File: config.mk
export PLATFORM = sky130hd
export DESIGN_NAME = uart_bram_burst_ctrl
export DESIGN_NICKNAME = d
export VERILOG_FILES = /design/src/rtl/uart_bram_burst_ctrl.sv
export SDC_FILE = /design/constraint.sdc
export NUM_CORES = 1
export LEC_CHECK = 0
export BUFFER_PORTS_ARGS = -buffer_cell sky130_fd_sc_hd__clkbuf_2
export CORE_ASPECT_RATIO = 0.7
export CORE_MARGIN = 5
export CORE_UTILIZATION = 45
export CTS_BUF_LIST = sky130_fd_sc_hd__clkbuf_8 sky130_fd_sc_hd__clkbuf_16
export DETAILED_ROUTE_END_ITERATION = 12
export SYNTH_ARGS = -nofsm -noshare
export SYNTH_HDL_FRONTEND = slang
export SYNTH_SLANG_ARGS = --single-unit
File: constraint.sdc
create_clock -name clk -period 5.4 [get_ports clk]
set_input_delay 0.54 -clock clk [delete_from_list [all_inputs] [get_ports clk]]
set_output_delay 0.54 -clock clk [all_outputs]
set_load 0.005 [all_outputs]
File: src/rtl/uart_bram_burst_ctrl.sv
// Framed UART command engine driving a single-port BRAM: burst writes and reads
// with XOR-checked frames, ACK/NAK status, and an inter-byte receive timeout.
module uart_bram_burst_ctrl #(
  parameter int ADDR_W      = 8,
  parameter int ADDR_BYTES  = 1,
  parameter int DATA_BYTES  = 1,
  parameter int RD_LAT      = 1,
  parameter int TIMEOUT_CYC = 50000
) (
  input  logic                    clk,
  input  logic                    reset,
  input  logic [7:0]              rx_data,
  input  logic                    rx_valid,
  output logic [7:0]              tx_data,
  output logic                    tx_valid,
  input  logic                    tx_ready,
  output logic                    bram_en,
  output logic                    bram_we,
  output logic [ADDR_W-1:0]       bram_addr,
  output logic [8*DATA_BYTES-1:0] bram_wdata,
  input  logic [8*DATA_BYTES-1:0] bram_rdata,
  output logic                    busy,
  output logic                    frame_err
);

  localparam int DATA_W = 8 * DATA_BYTES;
  localparam int BC_MAX = (ADDR_BYTES > DATA_BYTES) ? ADDR_BYTES : DATA_BYTES;
  localparam int BC_W   = $clog2(BC_MAX + 1);
  localparam int TO_W   = $clog2(TIMEOUT_CYC + 1);

  localparam logic [BC_W-1:0] ADDR_LAST = BC_W'(ADDR_BYTES - 1);
  localparam logic [BC_W-1:0] DATA_LAST = BC_W'(DATA_BYTES - 1);
  localparam logic [TO_W-1:0] TO_LAST   = TO_W'(TIMEOUT_CYC - 1);
  localparam logic [1:0]      LAT_LAST  = 2'(RD_LAT);

  localparam logic [7:0] SYNC   = 8'hAA;
  localparam logic [7:0] CMD_WR = 8'h01;
  localparam logic [7:0] CMD_RD = 8'h02;
  localparam logic [7:0] ACK    = 8'h06;
  localparam logic [7:0] NAK    = 8'h15;

  typedef enum logic [3:0] {
    S_IDLE, S_CMD, S_ADDR, S_LEN, S_WDATA, S_WCOMMIT, S_CHK,
    S_RD_ISSUE, S_RD_WAIT, S_TX_WORD, S_TX_STAT, S_TX_CHK
  } state_t;

  state_t            state, state_n, rx_st;
  logic [BC_W-1:0]   byte_cnt, byte_cnt_n;
  logic [7:0]        word_cnt, word_cnt_n;
  logic [7:0]        chk, chk_n;
  logic [TO_W-1:0]   to_cnt, to_cnt_n;
  logic [1:0]        lat_cnt, lat_cnt_n;
  logic              rd_pend, rd_pend_n;
  logic [7:0]        stat, stat_n;
  logic              frame_err_n;
  logic [ADDR_W-1:0] addr, addr_n, addr_shift;
  logic [DATA_W-1:0] wword, wword_n, wword_shift;
  logic [DATA_W-1:0] rword, rword_n;
  logic              in_rx;

  // Address and write word are assembled MSB first; surplus address bits fall off the top.
  if (ADDR_W > 8) begin : g_addr_wide
    assign addr_shift = {addr[ADDR_W-9:0], rx_data};
  end else begin : g_addr_narrow
    assign addr_shift = rx_data[ADDR_W-1:0];
  end

  if (DATA_BYTES > 1) begin : g_word_wide
    assign wword_shift = {wword[DATA_W-9:0], rx_data};
  end else begin : g_word_narrow
    assign wword_shift = rx_data;
  end

  assign in_rx = state inside {S_CMD, S_ADDR, S_LEN, S_WDATA, S_WCOMMIT, S_CHK};

  always_ff @(posedge clk) begin
    if (reset) begin
      state     <= S_IDLE;
      byte_cnt  <= '0;
      word_cnt  <= '0;
      chk       <= '0;
      to_cnt    <= '0;
      lat_cnt   <= '0;
      rd_pend   <= 1'b0;
      stat      <= '0;
      frame_err <= 1'b0;
    end else begin
      state     <= state_n;
      byte_cnt  <= byte_cnt_n;
      word_cnt  <= word_cnt_n;
      chk       <= chk_n;
      to_cnt    <= to_cnt_n;
      lat_cnt   <= lat_cnt_n;
      rd_pend   <= rd_pend_n;
      stat      <= stat_n;
      frame_err <= frame_err_n;
    end
  end

  always_ff @(posedge clk) begin
    addr  <= addr_n;
    wword <= wword_n;
    rword <= rword_n;
  end

  always_comb begin
    state_n     = state;
    byte_cnt_n  = byte_cnt;
    word_cnt_n  = word_cnt;
    chk_n       = chk;
    to_cnt_n    = to_cnt;
    lat_cnt_n   = lat_cnt;
    rd_pend_n   = rd_pend;
    stat_n      = stat;
    frame_err_n = 1'b0;
    addr_n      = addr;
    wword_n     = wword;
    rword_n     = rword;

    // A byte landing during the commit cycle belongs to the state that follows it.
    rx_st = state;
    if (state == S_WCOMMIT) rx_st = (word_cnt == 8'd0) ? S_CHK : S_WDATA;

    case (state)
      S_IDLE: begin
        if (rx_valid && rx_data == SYNC) begin
          state_n = S_CMD;
          chk_n   = '0;
        end
      end
      S_WCOMMIT: begin
        addr_n  = addr + ADDR_W'(1);
        if (word_cnt != 8'd0) word_cnt_n = word_cnt - 8'd1;
        state_n = rx_st;
      end
      S_RD_ISSUE: begin
        state_n   = S_RD_WAIT;
        lat_cnt_n = 2'd1;
      end
      S_RD_WAIT: begin
        if (lat_cnt == LAT_LAST) begin
          rword_n    = bram_rdata;
          byte_cnt_n = '0;
          state_n    = S_TX_WORD;
        end else begin
          lat_cnt_n = lat_cnt + 2'd1;
        end
      end
      S_TX_WORD: begin
        if (tx_ready) begin
          chk_n   = chk ^ rword[DATA_W-1 -: 8];
          rword_n = rword << 8;
          if (byte_cnt == DATA_LAST) begin
            byte_cnt_n = '0;
            if (word_cnt == 8'd0) begin
              state_n = S_TX_CHK;
            end else begin
              word_cnt_n = word_cnt - 8'd1;
              addr_n     = addr + ADDR_W'(1);
              state_n    = S_RD_ISSUE;
            end
          end else begin
            byte_cnt_n = byte_cnt + BC_W'(1);
          end
        end
      end
      S_TX_STAT: if (tx_ready) state_n = rd_pend ? S_RD_ISSUE : S_IDLE;
      S_TX_CHK:  if (tx_ready) state_n = S_IDLE;
      default: ;
    endcase

    if (in_rx && rx_valid) begin
      case (rx_st)
        S_CMD: begin
          chk_n = chk ^ rx_data;
          if (rx_data == CMD_WR || rx_data == CMD_RD) begin
            rd_pend_n  = (rx_data == CMD_RD);
            byte_cnt_n = '0;
            state_n    = S_ADDR;
          end else begin
            rd_pend_n = 1'b0;
            stat_n    = NAK;
            state_n   = S_TX_STAT;
          end
        end
        S_ADDR: begin
          chk_n  = chk ^ rx_data;
          addr_n = addr_shift;
          if (byte_cnt == ADDR_LAST) begin
            byte_cnt_n = '0;
            state_n    = S_LEN;
          end else begin
            byte_cnt_n = byte_cnt + BC_W'(1);
          end
        end
        S_LEN: begin
          chk_n      = chk ^ rx_data;
          word_cnt_n = rx_data;
          state_n    = rd_pend ? S_CHK : S_WDATA;
        end
        S_WDATA: begin
          chk_n   = chk ^ rx_data;
          wword_n = wword_shift;
          if (byte_cnt == DATA_LAST) begin
            byte_cnt_n = '0;
            state_n    = S_WCOMMIT;
          end else begin
            byte_cnt_n = byte_cnt + BC_W'(1);
          end
        end
        S_CHK: begin
          stat_n    = (rx_data == chk) ? ACK : NAK;
          rd_pend_n = rd_pend && (rx_data == chk);
          chk_n     = '0;
          state_n   = S_TX_STAT;
        end
        default: ;
      endcase
    end

    // Inter-byte timeout only runs while a frame is being received; a byte always wins.
    if (!in_rx || rx_valid) begin
      to_cnt_n = '0;
    end else if (to_cnt == TO_LAST) begin
      to_cnt_n    = '0;
      state_n     = S_IDLE;
      frame_err_n = 1'b1;
    end else begin
      to_cnt_n = to_cnt + TO_W'(1);
    end

    if (!in_rx && state != S_IDLE && rx_valid) frame_err_n = 1'b1;
  end

  always_comb begin
    tx_valid = state inside {S_TX_WORD, S_TX_STAT, S_TX_CHK};
    case (state)
      S_TX_WORD: tx_data = rword[DATA_W-1 -: 8];
      S_TX_STAT: tx_data = stat;
      S_TX_CHK:  tx_data = chk;
      default:   tx_data = 8'h00;
    endcase
    bram_en    = (state == S_WCOMMIT) || (state == S_RD_ISSUE);
    bram_we    = (state == S_WCOMMIT);
    bram_addr  = bram_en ? addr : '0;
    bram_wdata = bram_we ? wword : '0;
    busy       = (state != S_IDLE);
  end

endmodule

* Word-level counts from Yosys, hierarchy flattened
Cells that the tools add are included.
** Word-level totals
- Register bits after elaboration :: 73
- Input bits :: 20
- Output and inout bits :: 29
** Operators by class
- Add/subtract/negate cells :: 5
- Eq/ne operators :: 26
- Multiplexer cells :: 60
- Bitwise operators :: 2
- Reductions and logical operators :: 26
** Operators by type and width (count)
- $mux 8 :: 19
- $pmux 8 s2 :: 6
- $mux 4 :: 14
- $pmux 4 s7 :: 1
- $eq 4x3->1 const B :: 6
- $pmux 8 s3 :: 1
- $pmux 4 s5 :: 1
- $add 16x1->16 const B :: 1
- $eq 16x16->1 const B :: 1
- $eq 4x2->1 const B :: 4
- $eq 4x4->1 const B :: 4
- $xor 8x8->8 :: 2
- $mux 1 :: 9
- $add 8x1->8 const B :: 1
- $eq 4x1->1 const B :: 2
- $eq 8x1->1 const B :: 1
- $eq 8x2->1 const B :: 1
- $eq 8x8->1 :: 1
- $eq 8x8->1 const B :: 1
- $logic_not 8->1 :: 1
- $ne 2x2->1 const B :: 4
- $reduce_bool 8->1 :: 1
- $sub 8x1->8 const B :: 1
- $mux 2 :: 3
- 20 further kinds :: 33

* Logic depth before layout (Yosys ltp)
- Depth in word-level cells :: 10
- Gate-level depth with buffers :: 8
- Gate-level depth less buffers :: 7

* Worst setup path after synthesis
No wires, ideal clock.
- Kind :: flip-flop to flip-flop
- Start point :: register word_cnt[0]
- End point :: register wword[0] (enable)
- Data arrival time :: 2.521 ns
- Data required time :: 4.981 ns
- Setup slack :: 2.460 ns
- Cell stages (with the launch flop) :: 7
- Period minus slack after synthesis :: 2.940 ns
- Cells stage by stage :: dfxtp_1 -> inv_1 -> ha_1 -> or3b_2 -> nor2_2 -> buf_2 -> a2111oi_0
** Between the ends
- Cells in the longest elaborated chain, start to end :: 5
** Ends and longest elaborated chain
- from (decl) :: RTL line 49 : logic [7:0] word_cnt, word_cnt_n;
- from (signal assigned) :: RTL line 90 : word_cnt <= word_cnt_n;
- $logic_not 8->1 :: RTL line 122 : if (state == S_WCOMMIT) rx_st = (word_cnt == 8'd0) ? S_CHK : S_WDATA;
- $mux 2 :: RTL line 122
- $mux 4 :: RTL line 122
- $eq 4x3->1 :: RTL line 173 : case (rx_st)
- $reduce_and 2->1 (no source line)
- to (signal assigned) :: RTL line 102 : wword <= wword_n;
- to (decl) :: RTL line 57 : logic [DATA_W-1:0] wword, wword_n, wword_shift;
No other way between the ends.
A chain may end at the register's enable or synchronous reset.

* Final worst setup path
- Start point :: register state[2]
- End point :: register word_cnt[3]
** Between the ends
- Cells in the longest elaborated chain, start to end :: 5
- Elaborated cells between the ends (all ways) :: 14
** Ends and longest elaborated chain
- from (decl) :: RTL line 47 : state_t state, state_n, rx_st;
- from (signal assigned) :: RTL line 88 : state <= state_n;
- $eq 4x3->1 :: RTL line 74, 122, 124
- $mux 4 :: RTL line 122
- $eq 4x2->1 :: RTL line 173
- $mux 8 :: RTL line 173
- $mux 8 * :: RTL line 172 : if (in_rx && rx_valid) begin
Every way passes the cells marked *; elsewhere a longest branch is shown, timed or not.

==> flow_metrics.env <==
export IMPL_status="complete, no violations"
export IMPL_core_sq_um=8478
export IMPL_clkPwrFrac_pct=28.6
export IMPL_place_ws_ps=2474
export IMPL_r2r_start="state[2]"
export IMPL_cts_sinks=68
export IMPL_cts_tree="built"
export IMPL_min_delay_path_depth=1
export IMPL_cts_root_buf="clkbuf_16"
export IMPL_route_detailed_wl_per_inst_um=16.82
export IMPL_initial_utilization_pct=46.18
export IMPL_netlist_area_leader_share_pct=26.59
export IMPL_synth_top_family_by_area="simple AND/OR/NAND/NOR gates"
export IMPL_postRouteAntennaNets=0
export IMPL_numCtsBuffers=9
export IMPL_vdd_ir_drop_max_mv=0.1952
export IMPL_cts_resized=0
export IMPL_worstSetupEndpoint="word_cnt[3]"
export IMPL_path_class="reg2reg"
export IMPL_die_h_um=88.04
export IMPL_synth_edff_count=16
export IMPL_hold_path_class="reg2reg"
export IMPL_synth_xor_area_share_pct=5.369
export IMPL_finalHoldViolations=0
export IMPL_leakage_nw=1.663
export IMPL_period_minus_slack_ps=3036
export IMPL_wl_mm=10.48
export IMPL_drt_pre_antenna_iters=5
export IMPL_synth_seq_area_share_pct=38.86
export IMPL_synth_mux_area_share_pct=3.707
export IMPL_grt_use_total_pct=20.36
export IMPL_chipWidth_um=121.5
export IMPL_syn_area_per_cell_sq_um=8.474
export IMPL_drv_slew=0
export IMPL_cp_slowest_cell="nor2b_1"
export IMPL_grt_overflow=0
export IMPL_maxCapViolations=0
export IMPL_h_tree_depth=3
export IMPL_synthCells=462
export IMPL_reg2reg_to="word_cnt[3]"
export IMPL_seq_power_share_pct=37.5
export IMPL_worstSkewPairLatency_ps=340
export IMPL_synthTopCellsByArea="dfxtp_1 27%, edfxtp_1 12%, nor2_1 5.6%"
export IMPL_async_flop_share_pct=0
export IMPL_tightest_slew_ps=1099
export IMPL_fin_ws_ps=2364
export IMPL_drive_gt1_share_pct=15.31
export IMPL_diodes=0
export IMPL_synth_top_area_cell="dfxtp_1"
export IMPL_grt_pass1_vias=3343
export IMPL_ctsHoldBuffers=0
export IMPL_area_growth_pct=14.32
export IMPL_dpl_cell_area_sq_um=4225
export IMPL_crit_required_ps=5590
export IMPL_fmax_mhz=329.4
export IMPL_p_sw_uw=668.5
export IMPL_combPwrFrac_pct=33.9
export IMPL_cp_data_arrival_time_ps=3220
export IMPL_grt_max_degree=38
export IMPL_internal_power_mw=1.110
export IMPL_maxSlewHeadroom_pct=26.56
export IMPL_synthDistinctLibCells=63
export IMPL_clock_path_buffers=2
export IMPL_p_per_area_nw_per_um2=397.4
export IMPL_tns_ps=0
export IMPL_cts_setup_buffers=0
export IMPL_finalCritPeriodShare_pct=56.22
export IMPL_drc_errors=0
export IMPL_reg2regPathDepth=5
export IMPL_synth_compound_area_share_pct=18.31
export IMPL_nets=524
export IMPL_final_common_cell="nor2_1"
export IMPL_yosys_warnings=0
export IMPL_cp_startpoint="state[2]"
export IMPL_vias=3638
export IMPL_rsz0062_at_grt="false"
export IMPL_path_clk_slew_ps=50
export IMPL_cp_start_kind="register"
export IMPL_io_buffers=48
export IMPL_synth_nets=487
export IMPL_dp_final_hpwl_mm=7.438
export IMPL_sw_frac_of_total_pct=37.59
export IMPL_endpoint_kind="register"
export IMPL_fp_row_count=28
export IMPL_critPathMaxStageDelay_ps=940
export IMPL_setup_viol=0
export IMPL_crit_fanout=23
export IMPL_final_area_sq_um=4476
export IMPL_ys_ff_latch=68
export IMPL_place_congestion=0.8525
export IMPL_synth_adder_area_share_pct=1.598
export IMPL_clock_skew_ps=4.483
export IMPL_yosys_area_share_simple_pct=27.74
export IMPL_die_area_sq_um=10700
export IMPL_layout_common_cells="58 x nor2_1, 52 x dfxtp_1, 48 x clkbuf_2, 29 x nand2_1, 29 x a21oi_1"
export IMPL_grt_pass1_wl_mm=17.06
export IMPL_drt_initial_drc_count=313
export IMPL_pin_count=49
export IMPL_antenna_found_initial=0
export IMPL_syn_area_sq_um=3915
export IMPL_rrSetupSlack_ps=2360
export IMPL_viasPerCell=5.839
export IMPL_crit_chain="nor2b_1, o21ai_0, nor4_1, mux2i_1, a211oi_1"
export IMPL_synthFlopType="dfxtp_1"
[cell usage after synthesis, types with 5 or more instances]
| library cell | number |
|---|---|
| o32ai_1 | 6 |
| dfxtp_1 | 52 |
| nand2b_1 | 5 |
| nand3_1 | 18 |
| clkbuf_1 | 15 |
| edfxtp_1 | 16 |
| buf_2 | 9 |
| nor3_1 | 10 |
| xor2_1 | 9 |
| nand2_1 | 29 |
| inv_1 | 14 |
| or3_1 | 8 |
| nand4_1 | 9 |
| nor2b_1 | 15 |
| xnor2_1 | 15 |
| mux2i_1 | 10 |
| a211oi_1 | 8 |
| o21ai_0 | 16 |
| and3_1 | 21 |
| a31oi_1 | 11 |
| a21oi_1 | 29 |
| a311oi_1 | 5 |
| nor2_1 | 58 |
| ha_1 | 5 |
| or4_1 | 6 |
[through the flow]
stage | utilization (%) | hold slack [ps] | instances | power [mW]
floorplan | - | 417.6 | 462 | 1.111
global placement | 49.84 | 433.9 | 608 | 1.258
detailed placement | 49.84 | 445.7 | 608 | 1.267
CTS | 52.79 | 454.9 | 623 | 1.780
global route | 52.79 | 486.3 | 623 | 1.887
finish | 52.79 | 454.4 | 623 | 1.779
[sequential cells by signal, summed over array words and instances (netlist names)]
name / cells
chk: 8
stat: 3
to_cnt: 16
frame_err: 1
lat_cnt: 2
addr: 8
byte_cnt: 1
wword: 8
rword: 8
rd_pend: 1
state: 4
word_cnt: 8
[cell families (layout without fill, tap and decap cells)]
family / count (synthesis) / count (layout)
simple gates: 204 / 204
xor+xnor: 24 / 24
mux: 14 / 14
fa+ha+maj: 5 / 5
compound gates: 106 / 106
flops: 68 / 68
buf+inv: 41 / 82
[power groups by stage]
stage,logic [mW],clock network (mW),registers [mW]
final,0.603,0.508,0.667
after global routing,0.665,0.543,0.679
after CTS,0.595,0.519,0.666
after floorplan,0.463,0,0.648
after detailed placement,0.589,0,0.678
after global placement,0.585,0,0.674
[worst max-delay path, delay by kind of cell, from the launching register on]
kind | cells | cell delay, ps
multiplexers | 1 | 230
AO/OA/AOI/OAI | 2 | 590
AND/OR/NAND/NOR | 2 | 1310
flip-flops | 1 | 740
[per-layer routing]
layer	global-route usage, %	wire length [um]	part of all wire, %	vias up
li1	-	-	-	1774
met1	29.09	5174	49	1721
met2	29.57	4395	42	131
met3	5.746	788	7.5	12
met4	6.918	123	1.2	0
met5	0	0	0	-
[worst min path at each step]
stage                            to  slack [ps]      start
final                     to_cnt[0]         450  to_cnt[0]
after global routing      to_cnt[0]         490  to_cnt[0]
after CTS                   stat[2]         450    stat[2]
after detailed placement  to_cnt[0]         450  to_cnt[0]
after global placement    to_cnt[0]         430  to_cnt[0]
after floorplan           to_cnt[0]         420  to_cnt[0]
[final cells by class]
| cell class | instances | area (sq um) |
|---|---|---|
| clock inverter | 6 | 25.02 |
| tap | 120 | 150.1 |
| sequential | 68 | 1521 |
| clock buffer | 9 | 225.2 |
| timing repair buffer | 52 | 270.3 |
| fill | 822 | 4003 |
| inverter | 15 | 56.30 |
| multi-input combinational | 353 | 2227 |
(Power assumes the default switching activity.)
